<file path="config.mk">
export PLATFORM = sky130hd
export DESIGN_NAME = regfile_write_arbiter
export DESIGN_NICKNAME = d
export VERILOG_FILES = /design/src/rtl/regfile_write_arbiter.sv
export SDC_FILE = /design/constraint.sdc
export NUM_CORES = 1
export LEC_CHECK = 0
export ABC_AREA = 0
export ABC_CLOCK_PERIOD_IN_PS = 12100
export CAP_MARGIN = 20
export CORE_MARGIN = 8
export CORE_UTILIZATION = 54
export DETAILED_ROUTE_END_ITERATION = 6
export PLACE_DENSITY = 0.85
export SETUP_SLACK_MARGIN = 0.2
export SLEW_MARGIN = 20
export SYNTH_ARGS = -nofsm -noshare
export SYNTH_HDL_FRONTEND = slang
export SYNTH_SLANG_ARGS = --single-unit
</file>
<file path="constraint.sdc">
create_clock -name clk -period 12.1 [get_ports clk]
set_input_delay 2.42 -clock clk [delete_from_list [all_inputs] [get_ports clk]]
set_output_delay 2.42 -clock clk [all_outputs]
set_load 0.03 [all_outputs]
</file>
<file path="src/rtl/regfile_write_arbiter.sv">
// rtl/regfile_write_arbiter.sv - two-requester register-file write arbiter with pending-write lookup
//
// Purpose:
//   Accepts write requests from two independent requesters into one holding
//   entry each, and retires at most one entry per cycle onto a registered
//   register-file write port. Ties are broken round-robin. Writes to
//   register 0 are consumed but never asserted on regWrite. A combinational
//   lookup reports whether a write to a given register is still outstanding.
//
// Ports:
//   clk, rst                 clock, asynchronous active-high reset
//   reqN_valid/ready         request handshake for requester N (N = 0, 1)
//   reqN_addr/data           destination register and write data
//   regWrite/writeReg/       registered register-file write port
//   writeData
//   lookup_addr              register queried for an outstanding write
//   lookup_pending           write to lookup_addr held in an entry or on the port
module regfile_write_arbiter #(
  parameter int DW = 32,
  parameter int AW = 5
) (
  input  logic          clk,
  input  logic          rst,
  input  logic          req0_valid,
  output logic          req0_ready,
  input  logic [AW-1:0] req0_addr,
  input  logic [DW-1:0] req0_data,
  input  logic          req1_valid,
  output logic          req1_ready,
  input  logic [AW-1:0] req1_addr,
  input  logic [DW-1:0] req1_data,
  output logic          regWrite,
  output logic [AW-1:0] writeReg,
  output logic [DW-1:0] writeData,
  input  logic [AW-1:0] lookup_addr,
  output logic          lookup_pending
);

  logic          full0_q, full0_d;
  logic          full1_q, full1_d;
  logic [AW-1:0] addr0_q, addr0_d;
  logic [AW-1:0] addr1_q, addr1_d;
  logic [DW-1:0] data0_q, data0_d;
  logic [DW-1:0] data1_q, data1_d;
  logic          last_q, last_d;
  logic          regwrite_q, regwrite_d;
  logic [AW-1:0] write_reg_q, write_reg_d;
  logic [DW-1:0] write_data_q, write_data_d;

  logic grant0, grant1;
  logic acc0, acc1;

  // Grants look only at entry state and the pointer, so ready never
  // depends on valid. When both entries are full, the one not served last wins.
  assign grant0 = full0_q & (~full1_q | last_q);
  assign grant1 = full1_q & (~full0_q | ~last_q);

  // An entry can accept a new request in the same cycle it is being retired.
  assign req0_ready = ~full0_q | grant0;
  assign req1_ready = ~full1_q | grant1;

  assign acc0 = req0_valid & req0_ready;
  assign acc1 = req1_valid & req1_ready;

  assign regWrite  = regwrite_q;
  assign writeReg  = write_reg_q;
  assign writeData = write_data_q;

  // Register 0 is never written, so it is never reported as pending.
  assign lookup_pending = (lookup_addr != '0) &&
                          ((full0_q    && (addr0_q     == lookup_addr)) ||
                           (full1_q    && (addr1_q     == lookup_addr)) ||
                           (regwrite_q && (write_reg_q == lookup_addr)));

  always_comb begin
    full0_d      = full0_q;
    full1_d      = full1_q;
    addr0_d      = addr0_q;
    addr1_d      = addr1_q;
    data0_d      = data0_q;
    data1_d      = data1_q;
    last_d       = last_q;
    regwrite_d   = 1'b0;
    write_reg_d  = write_reg_q;
    write_data_d = write_data_q;

    // A same-edge acceptance takes priority over the retire so the entry stays full.
    if (acc0) begin
      full0_d = 1'b1;
      addr0_d = req0_addr;
      data0_d = req0_data;
    end else if (grant0) begin
      full0_d = 1'b0;
    end

    if (acc1) begin
      full1_d = 1'b1;
      addr1_d = req1_addr;
      data1_d = req1_data;
    end else if (grant1) begin
      full1_d = 1'b0;
    end

    if (grant0) begin
      write_reg_d  = addr0_q;
      write_data_d = data0_q;
      regwrite_d   = (addr0_q != '0);
      last_d       = 1'b0;
    end else if (grant1) begin
      write_reg_d  = addr1_q;
      write_data_d = data1_q;
      regwrite_d   = (addr1_q != '0);
      last_d       = 1'b1;
    end
  end

  always_ff @(posedge clk or posedge rst) begin
    if (rst) begin
      full0_q      <= 1'b0;
      full1_q      <= 1'b0;
      addr0_q      <= '0;
      addr1_q      <= '0;
      data0_q      <= '0;
      data1_q      <= '0;
      last_q       <= 1'b1;
      regwrite_q   <= 1'b0;
      write_reg_q  <= '0;
      write_data_q <= '0;
    end else begin
      full0_q      <= full0_d;
      full1_q      <= full1_d;
      addr0_q      <= addr0_d;
      addr1_q      <= addr1_d;
      data0_q      <= data0_d;
      data1_q      <= data1_d;
      last_q       <= last_d;
      regwrite_q   <= regwrite_d;
      write_reg_q  <= write_reg_d;
      write_data_q <= write_data_d;
    end
  end

endmodule

</file>
Word-level counts from Yosys, hierarchy flattened:

Index checks and enable logic that the tools add are counted.

* reduce and logical (&&, ||, !) cells: 12
* bitwise logic cells: 11
* equality and inequality tests: 3
* muxes and demuxes: 12

Operator list (number)
* $mux W32: 2
* $eq A5 B5 Y1: 3
* $reduce_bool A5 Y1: 3
* $mux W5: 2
* $mux W1: 8
* $reduce_bool A2 Y1: 3
* $and A1 B1 Y1: 4
* $logic_and A1 B1 Y1: 4
* $or A1 B1 Y1: 4
* $not A1 Y1: 3
* $logic_or A1 B1 Y1: 2

* bits in registers: 115
* input port bits: 83
* word-level logic and storage cells: 48
* output and inout bits: 41

Depth between registers and ports, before layout:

Gate-level depths: netlist of the first run.

* depth in word-level cells: 6
* mapped depth: 6

Worst setup path after synthesis of the first run:

No wires, ideal clock.

* path type: input-to-output
* from: in lookup_addr[0]
* to: out lookup_pending
* arrival: 3.442 ns
* stages on the path: 4
* data required time: 9.680 ns
* slack: 6.238 ns
* cells stage by stage: xor2_1 nor4_1 a32oi_1 a21oi_1

* cells in the longest elaborated chain, start to end: 5
* elaborated cells between the ends (all ways): 10
* classes of those cells: eq/ne: 3; reduce/logical: 7

RTL lines
* start, declared: RTL line 35 `input logic [AW-1:0] lookup_addr,`
* $eq A5 B5 Y1, on equally long branches: RTL line 71, 72
* $logic_and A1 B1 Y1, on equally long branches: RTL line 71, 72
* $logic_or A1 B1 Y1: RTL line 71 `((full0_q && (addr0_q == lookup_addr)) ||`
* $logic_or A1 B1 Y1: RTL line 72 `(full1_q && (addr1_q == lookup_addr)) ||`
* $logic_and A1 B1 Y1 *: RTL line 70 `assign lookup_pending = (lookup_addr != '0) &&`
* end, declared: RTL line 36 `output logic lookup_pending`

Every way passes the cells marked *; elsewhere a longest branch is shown, timed or not.

Final worst setup path of the first run:

Ends and elaborated chain as after synthesis.

==> results.toml, run 1 <==
[pwr]
p_int_mw = 1.129
peakVddDrop_mv = 0.1526
powerDensity_mw_per_mm2 = 245.9
comb_power_share = 0.383
total_power_mw = 1.737
netSwitchingPower_uw = 607.6
pwr-share-seq = 0.361
p_sw_frac = 0.3498
clock_power_share = 0.256
cellLeakagePower_nw = 3.159

[setup_path]
timing.critical_path.buf_inv = 2
critical_path_class = "input pin to output pin"
cp_common_cell = "clkdlybuf4s50_1"
worstPathArrival_ns = 4.41
crit_family = "buffers and inverters"
worstPathRequired_ns = 9.68
reg2reg_to = "writeData[15]$_DFFE_PP0P_"
r2r_setup_slack_ns = 9.05
cp_cell_sequence = "clkdlybuf4s50_1, xor2_1, nor4_1, a32oi_1, a21oi_1, clkdlybuf4s50_1"
cp-start-kind = "input pin"
cp_slowest_stage_delay_ns = 0.70
crit_cells = 6
r2r_cells = 5
endpoint = "lookup_pending"
crit_path_start = "lookup_addr[0]"
crit_path_end_kind = "output pin"
worstReg2RegStart = "full0_q$_DFFE_PP0P_"
critPathMaxFanout = 4
cpMaxStageDelayCell = "clkdlybuf4s50_1"

[clock_network]
clk_latency_ns = 0.50
cts_root_buf = "clkbuf_8"
htree_levels = 4
cts_resized = 0
cts_buffers = 17
post_cts.repair.setup_buffers = 0
clock-sinks = 115
clk_pin_slew_ns = 0.06
cts_tree = "yes"
cts.hold.buffers_added = 0
clk_path_buf_depth = 2

[final_layout]
ff_latch_area_mm2 = 0.002880
final_area_mm2 = 0.007062
areaGrowthSynthToFinish_pct = 32.89
final_nets = 570
diodes = 0
fillerInstances = 654
mostFrequentLayoutCell = "clkdlybuf4s50_1"
final_cell_mix = "clkdlybuf4s50_1 (123), dfrtp_1 (113), mux2_4 (60)"
layout-drive-gt1-share = 0.2866
post_layout_nonfiller_instances = 632
multi_input_area_mm2 = 0.002227

[timing]
tightest_slew_ns = 1.070
fmax_mhz = 146.4
hold_viol_final = 0
slew-limit-headroom = 0.2856
finalSetupTns_ns = 0
hold_slack_ns = 0.5107
setup_viol = 0
slew_violations = 0
rsz0062_at_grt = "no"
fin_skew_ns = 0.008483
fin_crit_sh = 0.5644
min_period_ns = 6.829

[logic_synthesis]
synth_nets = 446
syn_inst = 363
ys_seq_area_frac = 0.5418
ys_types = 31
syn_avg_cell_area_um2 = 14.64
synth_area_mm2 = 0.005314
ys.warnings.count = 0
synth_seq_cells = 115

[grt]
grt_usage = 0.2085
grt_start_max_net_pins = 64
antenna_found_initial = 0
grt_pass1_wl_um = 21180
grt_overflow_total = 0
grt_pass1_vias = 4030

[detailed_routing]
ant_nets = 0
drt-pass1-iter-count = 4
vias = 3465
avgRoutedWirePerCell_um = 20.60
drt_iter0_drc = 182
drcViolationCount = 0
wirelength_um = 13020
vias_per_cell = 5.483

[placed_design]
dp_cells = 601
gp_congestion = 0.8009
placed_area_mm2 = 0.006538
dp_hpwl_um = 8392
port_buffers = 123

[worst_hold_path]
hold_class = "flip-flop to flip-flop"

[floorplan]
core_area_mm2 = 0.009684
ioPinCount = 124
dieWidth_um = 115.2
num_rows = 36
die_h_um = 115.2
start_util = 0.5487
die_area_mm2 = 0.01327

[flow_run]
maxCapViolations = 0

[run_status]
status = "complete, no violations"
## flip-flops by register name (all words and copies together) (netlist names)
register   count
data0_q       32
data1_q       32
writeData     32
addr0_q        5
addr1_q        5
writeReg       5
full0_q        1
full1_q        1
last_q         1
regWrite       1
## kinds of logic (layout without fill, tap and decap cells)
family,count (synthesis),count (layout),share of synthesized area
xor gates and xnor gates,15,15,0.02472
DFF,115,115,0.5418
AOI/OAI and AO/OA,42,42,0.07770
and+or+nand+nor,65,65,0.06287
buffers and inverters,23,159,0.03909
muxes,103,103,0.2538
## per-layer routing
layer  GRT usage  wire (µm)  share of wire  vias up
li1            -          -              -     1570
met1      0.2461       5524           0.42     1751
met2      0.3542       6590           0.51      128
met3     0.06355        712          0.055       16
met4     0.06918        191          0.015        0
met5           0          0              0        -
## power by group through the flow
stage               clock network (mW)  logic (mW)  registers, mW
floorplan                            0       0.334          0.728
CTS                              0.451       0.673          0.626
detailed placement                   0       0.670          0.627
finish                           0.445       0.665          0.627
global route                     0.474       0.705          0.643
global placement                     0       0.654          0.622
## how the worst min path moves through the flow
stage | from | to | cells past startpoint
detailed placement | data1_q[18]$_DFFE_PP0P_ | data1_q[18]$_DFFE_PP0P_ | 1
finish | data1_q[22]$_DFFE_PP0P_ | data1_q[22]$_DFFE_PP0P_ | 1
global placement | data1_q[18]$_DFFE_PP0P_ | data1_q[18]$_DFFE_PP0P_ | 1
global route | data1_q[2]$_DFFE_PP0P_ | data1_q[2]$_DFFE_PP0P_ | 1
CTS | data1_q[18]$_DFFE_PP0P_ | data1_q[18]$_DFFE_PP0P_ | 1
floorplan | data1_q[30]$_DFFE_PP0P_ | data1_q[30]$_DFFE_PP0P_ | 1
## stage by stage
| stage | util | worst slack (ns) |
|---|---|---|
| 2_1_floorplan | - | 6.238 |
| 3_3_place_gp | 0.6751 | 5.351 |
| 3_5_place_dp | 0.6751 | 5.289 |
| 4_1_cts | 0.7292 | 5.274 |
| 5_1_grt | 0.7292 | 5.166 |
| 6_report | 0.7292 | 5.271 |
## final cells by class
cell class | count | share of cell area
inverters | 2 | 0.001417
well taps | 133 | 0.02356
clock inverters | 11 | 0.01258
repair buffers | 126 | 0.1775
flip-flops and latches | 115 | 0.4079
multi-input cells | 225 | 0.3154
clock buffers | 20 | 0.06166
## synthesized netlist by cell type
cell	count	area, µm²
buf_12	6	120.1
buf_2	4	20.02
and2_1	1	6.260
mux2_2	14	157.7
xnor2_1	3	26.28
mux2_4	60	900.9
nand3_2	1	10.01
o22ai_1	9	56.30
nand2_8	2	40.04
dfstp_2	1	26.28
or4_1	3	22.52
xor2_1	12	105.1
or2_2	1	6.260
nor2_1	19	71.32
inv_1	2	7.510
clkbuf_1	6	22.52
nand3b_4	1	20.02
nand2_2	1	6.260
or2b_1	2	15.01
mux2i_1	29	290.3
dfrtp_1	114	2853
o221a_2	27	304.0
o21ai_2	1	8.760
o21a_1	1	7.510
nand3_1	1	5.000
nor4_1	3	18.77
buf_4	5	37.54
o221a_1	2	22.52
a21oi_1	1	5.000
a32oi_1	1	8.760
nand2_1	30	112.6
Note: power is estimated with default switching activity, not from simulation.
==> run 2, diff against run 1 <==
ABC_CLOCK_PERIOD_IN_PS = 5700   (was 12100)
CORE_UTILIZATION = 45   (was 54)
PLACE_DENSITY = 0.76   (was 0.85)
clock period = 5.7 ns   (was 12.1 ns; I/O delays follow)
==> run 2 against run 1 <==
Against the previous run:
- power increased by 120%
- non-clock buffer count is the same
- clock-buffer cell count grew 2
- sequential share of layout area down 0.53 points
- combinational power grew 110%
- die area is 17% higher
- sequential power increased by 110%
- critical path depth did not move
- clock skew down 0.0032 ns
- critical endpoint unchanged
==> results.toml, run 2 (synthesis gave the netlist of run 1 again) <==
[floorplan]
dieWidth_um = 124.7
die_area_mm2 = 0.01554
start_util = 0.4634
ioPinCount = 124
core_area_mm2 = 0.01147
num_rows = 39
die_h_um = 124.7

[detailed_routing]
avgRoutedWirePerCell_um = 20.19
vias = 3478
drcViolationCount = 0
drt_iter0_drc = 211
vias_per_cell = 5.409
ant_nets = 0
wirelength_um = 12980
drt-pass1-iter-count = 4

[setup_path]
worstPathRequired_ns = 4.56
cp_common_cell = "clkdlybuf4s50_1"
worstPathArrival_ns = 3.11
cpMaxStageDelayCell = "clkdlybuf4s50_1"
cp-start-kind = "input pin"
critPathMaxFanout = 4
crit_path_end_kind = "output pin"
cp_slowest_stage_delay_ns = 0.69
critical_path_class = "input pin to output pin"
cp_cell_sequence = "clkdlybuf4s50_1, xor2_1, nor4_1, a32oi_1, a21oi_1, clkdlybuf4s50_1"

[pwr]
p_sw_frac = 0.3362
pwr-share-seq = 0.347
cellLeakagePower_nw = 3.191
comb_power_share = 0.370
p_int_mw = 2.534
clock_power_share = 0.283
peakVddDrop_mv = 0.5514
netSwitchingPower_mw = 1.283
powerDensity_mw_per_mm2 = 533.6

[timing]
fin_crit_sh = 0.7458
slew_violations = 0
fmax_mhz = 235.2
hold_viol_final = 0
rsz0062_at_grt = "no"
fin_skew_ns = 0.005243
slew-limit-headroom = 0.3185
min_period_ns = 4.251
worst_slack_ns = 1.449
setup_viol = 0
finalSetupTns_ns = 0
tightest_slew_ns = 1.016

[grt]
antenna_found_initial = 0
grt_pass1_wl_um = 21600
grt_start_max_net_pins = 60
grt_pass1_vias = 3961
grt_overflow_total = 0
grt_usage = 0.1730

[final_layout]
final_nets = 570
final_util = 0.6239
areaGrowthSynthToFinish_pct = 34.64
diodes = 0
final_cell_mix = "clkdlybuf4s50_1 (123), dfrtp_1 (113), mux2_4 (60)"
layout-drive-gt1-share = 0.2880
ff_latch_area_mm2 = 0.002880
mostFrequentLayoutCell = "clkdlybuf4s50_1"
multi_input_area_mm2 = 0.002227
fillerInstances = 872

[placed_design]
dp_hpwl_um = 8482
port_buffers = 123
dp_slack_ns = 1.458
gp_congestion = 0.7644

[clock_network]
clk_latency_ns = 0.41
cts_resized = 0
cts_buffers = 17
clock-sinks = 115
cts_tree = "yes"
cts.hold.buffers_added = 0
htree_levels = 4
cts_root_buf = "clkbuf_16"
clk_path_buf_depth = 2
clk_pin_slew_ns = 0.05
post_cts.repair.setup_buffers = 0

[run_status]
status = "complete, no violations"

[worst_hold_path]
hold_class = "flip-flop to flip-flop"

[flow_run]
maxCapViolations = 0
run 2: cell types whose count changed in the layout (fill, tap and decap cells not counted), sizes merged:
cell,before,now
bufinv,1,3
clkbuf,20,22
clkinv,8,6
inv,2,1
run 2: path summary, 6_finish.rpt:
check | start | to | slack (ns) | cells past startpoint
max | lookup_addr[0] | lookup_pending | 1.45 | 6
min | data1_q[31]$_DFFE_PP0P_ | data1_q[31]$_DFFE_PP0P_ | 0.51 | 1
max reg2reg | full0_q$_DFFE_PP0P_ | writeData[11]$_DFFE_PP0P_ | 2.85 | 5
min reg2reg | data1_q[31]$_DFFE_PP0P_ | data1_q[31]$_DFFE_PP0P_ | 0.51 | 1
max in group asynchronous | rst | data0_q[28]$_DFFE_PP0P_ | 3.29 | 3
min in group asynchronous | rst | data1_q[10]$_DFFE_PP0P_ | 1.20 | 2
run 2: metrics by stage:
step / area [µm²] / total power, mW / cells / hold WS (ns)
after floorplan: 5314 / 2.255 / 363 / 0.4801
after detailed placement: 6550 / 2.753 / 611 / 0.4965
after global routing: 7154 / 4.001 / 643 / 0.5256
after global placement: 6550 / 2.717 / 611 / 0.4933
after CTS: 7154 / 3.855 / 643 / 0.5116
final: 7154 / 3.818 / 643 / 0.5094
run 2: layout make-up:
cell class,count,share of cell area
clock inverter,10,0.01819
sequential,115,0.4026
multi-input combinational,225,0.3113
inverter,2,0.001399
tap,143,0.02501
timing repair buffer,126,0.1752
clock buffer,22,0.06628
run 2: critical path: cells and delay by family:
kind                      cells  cell delay (ns)
AOI/OAI and AO/OA             2             0.29
buffers and inverters         2             1.20
and+or+nand+nor               1             0.29
xor gates and xnor gates      1             0.18
run 2: layer usage:
| metal | vias up | wire (µm) | GRT usage |
|---|---|---|---|
| met5 | - | 0 | 0 |
| met2 | 86 | 6463 | 0.2865 |
| li1 | 1576 | - | - |
| met3 | 18 | 576 | 0.05447 |
| met4 | 0 | 207 | 0.06875 |
| met1 | 1798 | 5733 | 0.2041 |
run 2: power groups by stage:
stage	logic, mW	clock network, mW	registers [mW]
after floorplan	0.709	0	1.55
after global placement	1.40	0	1.32
after CTS	1.43	1.10	1.32
after detailed placement	1.42	0	1.33
after global routing	1.50	1.14	1.36
final	1.41	1.08	1.33
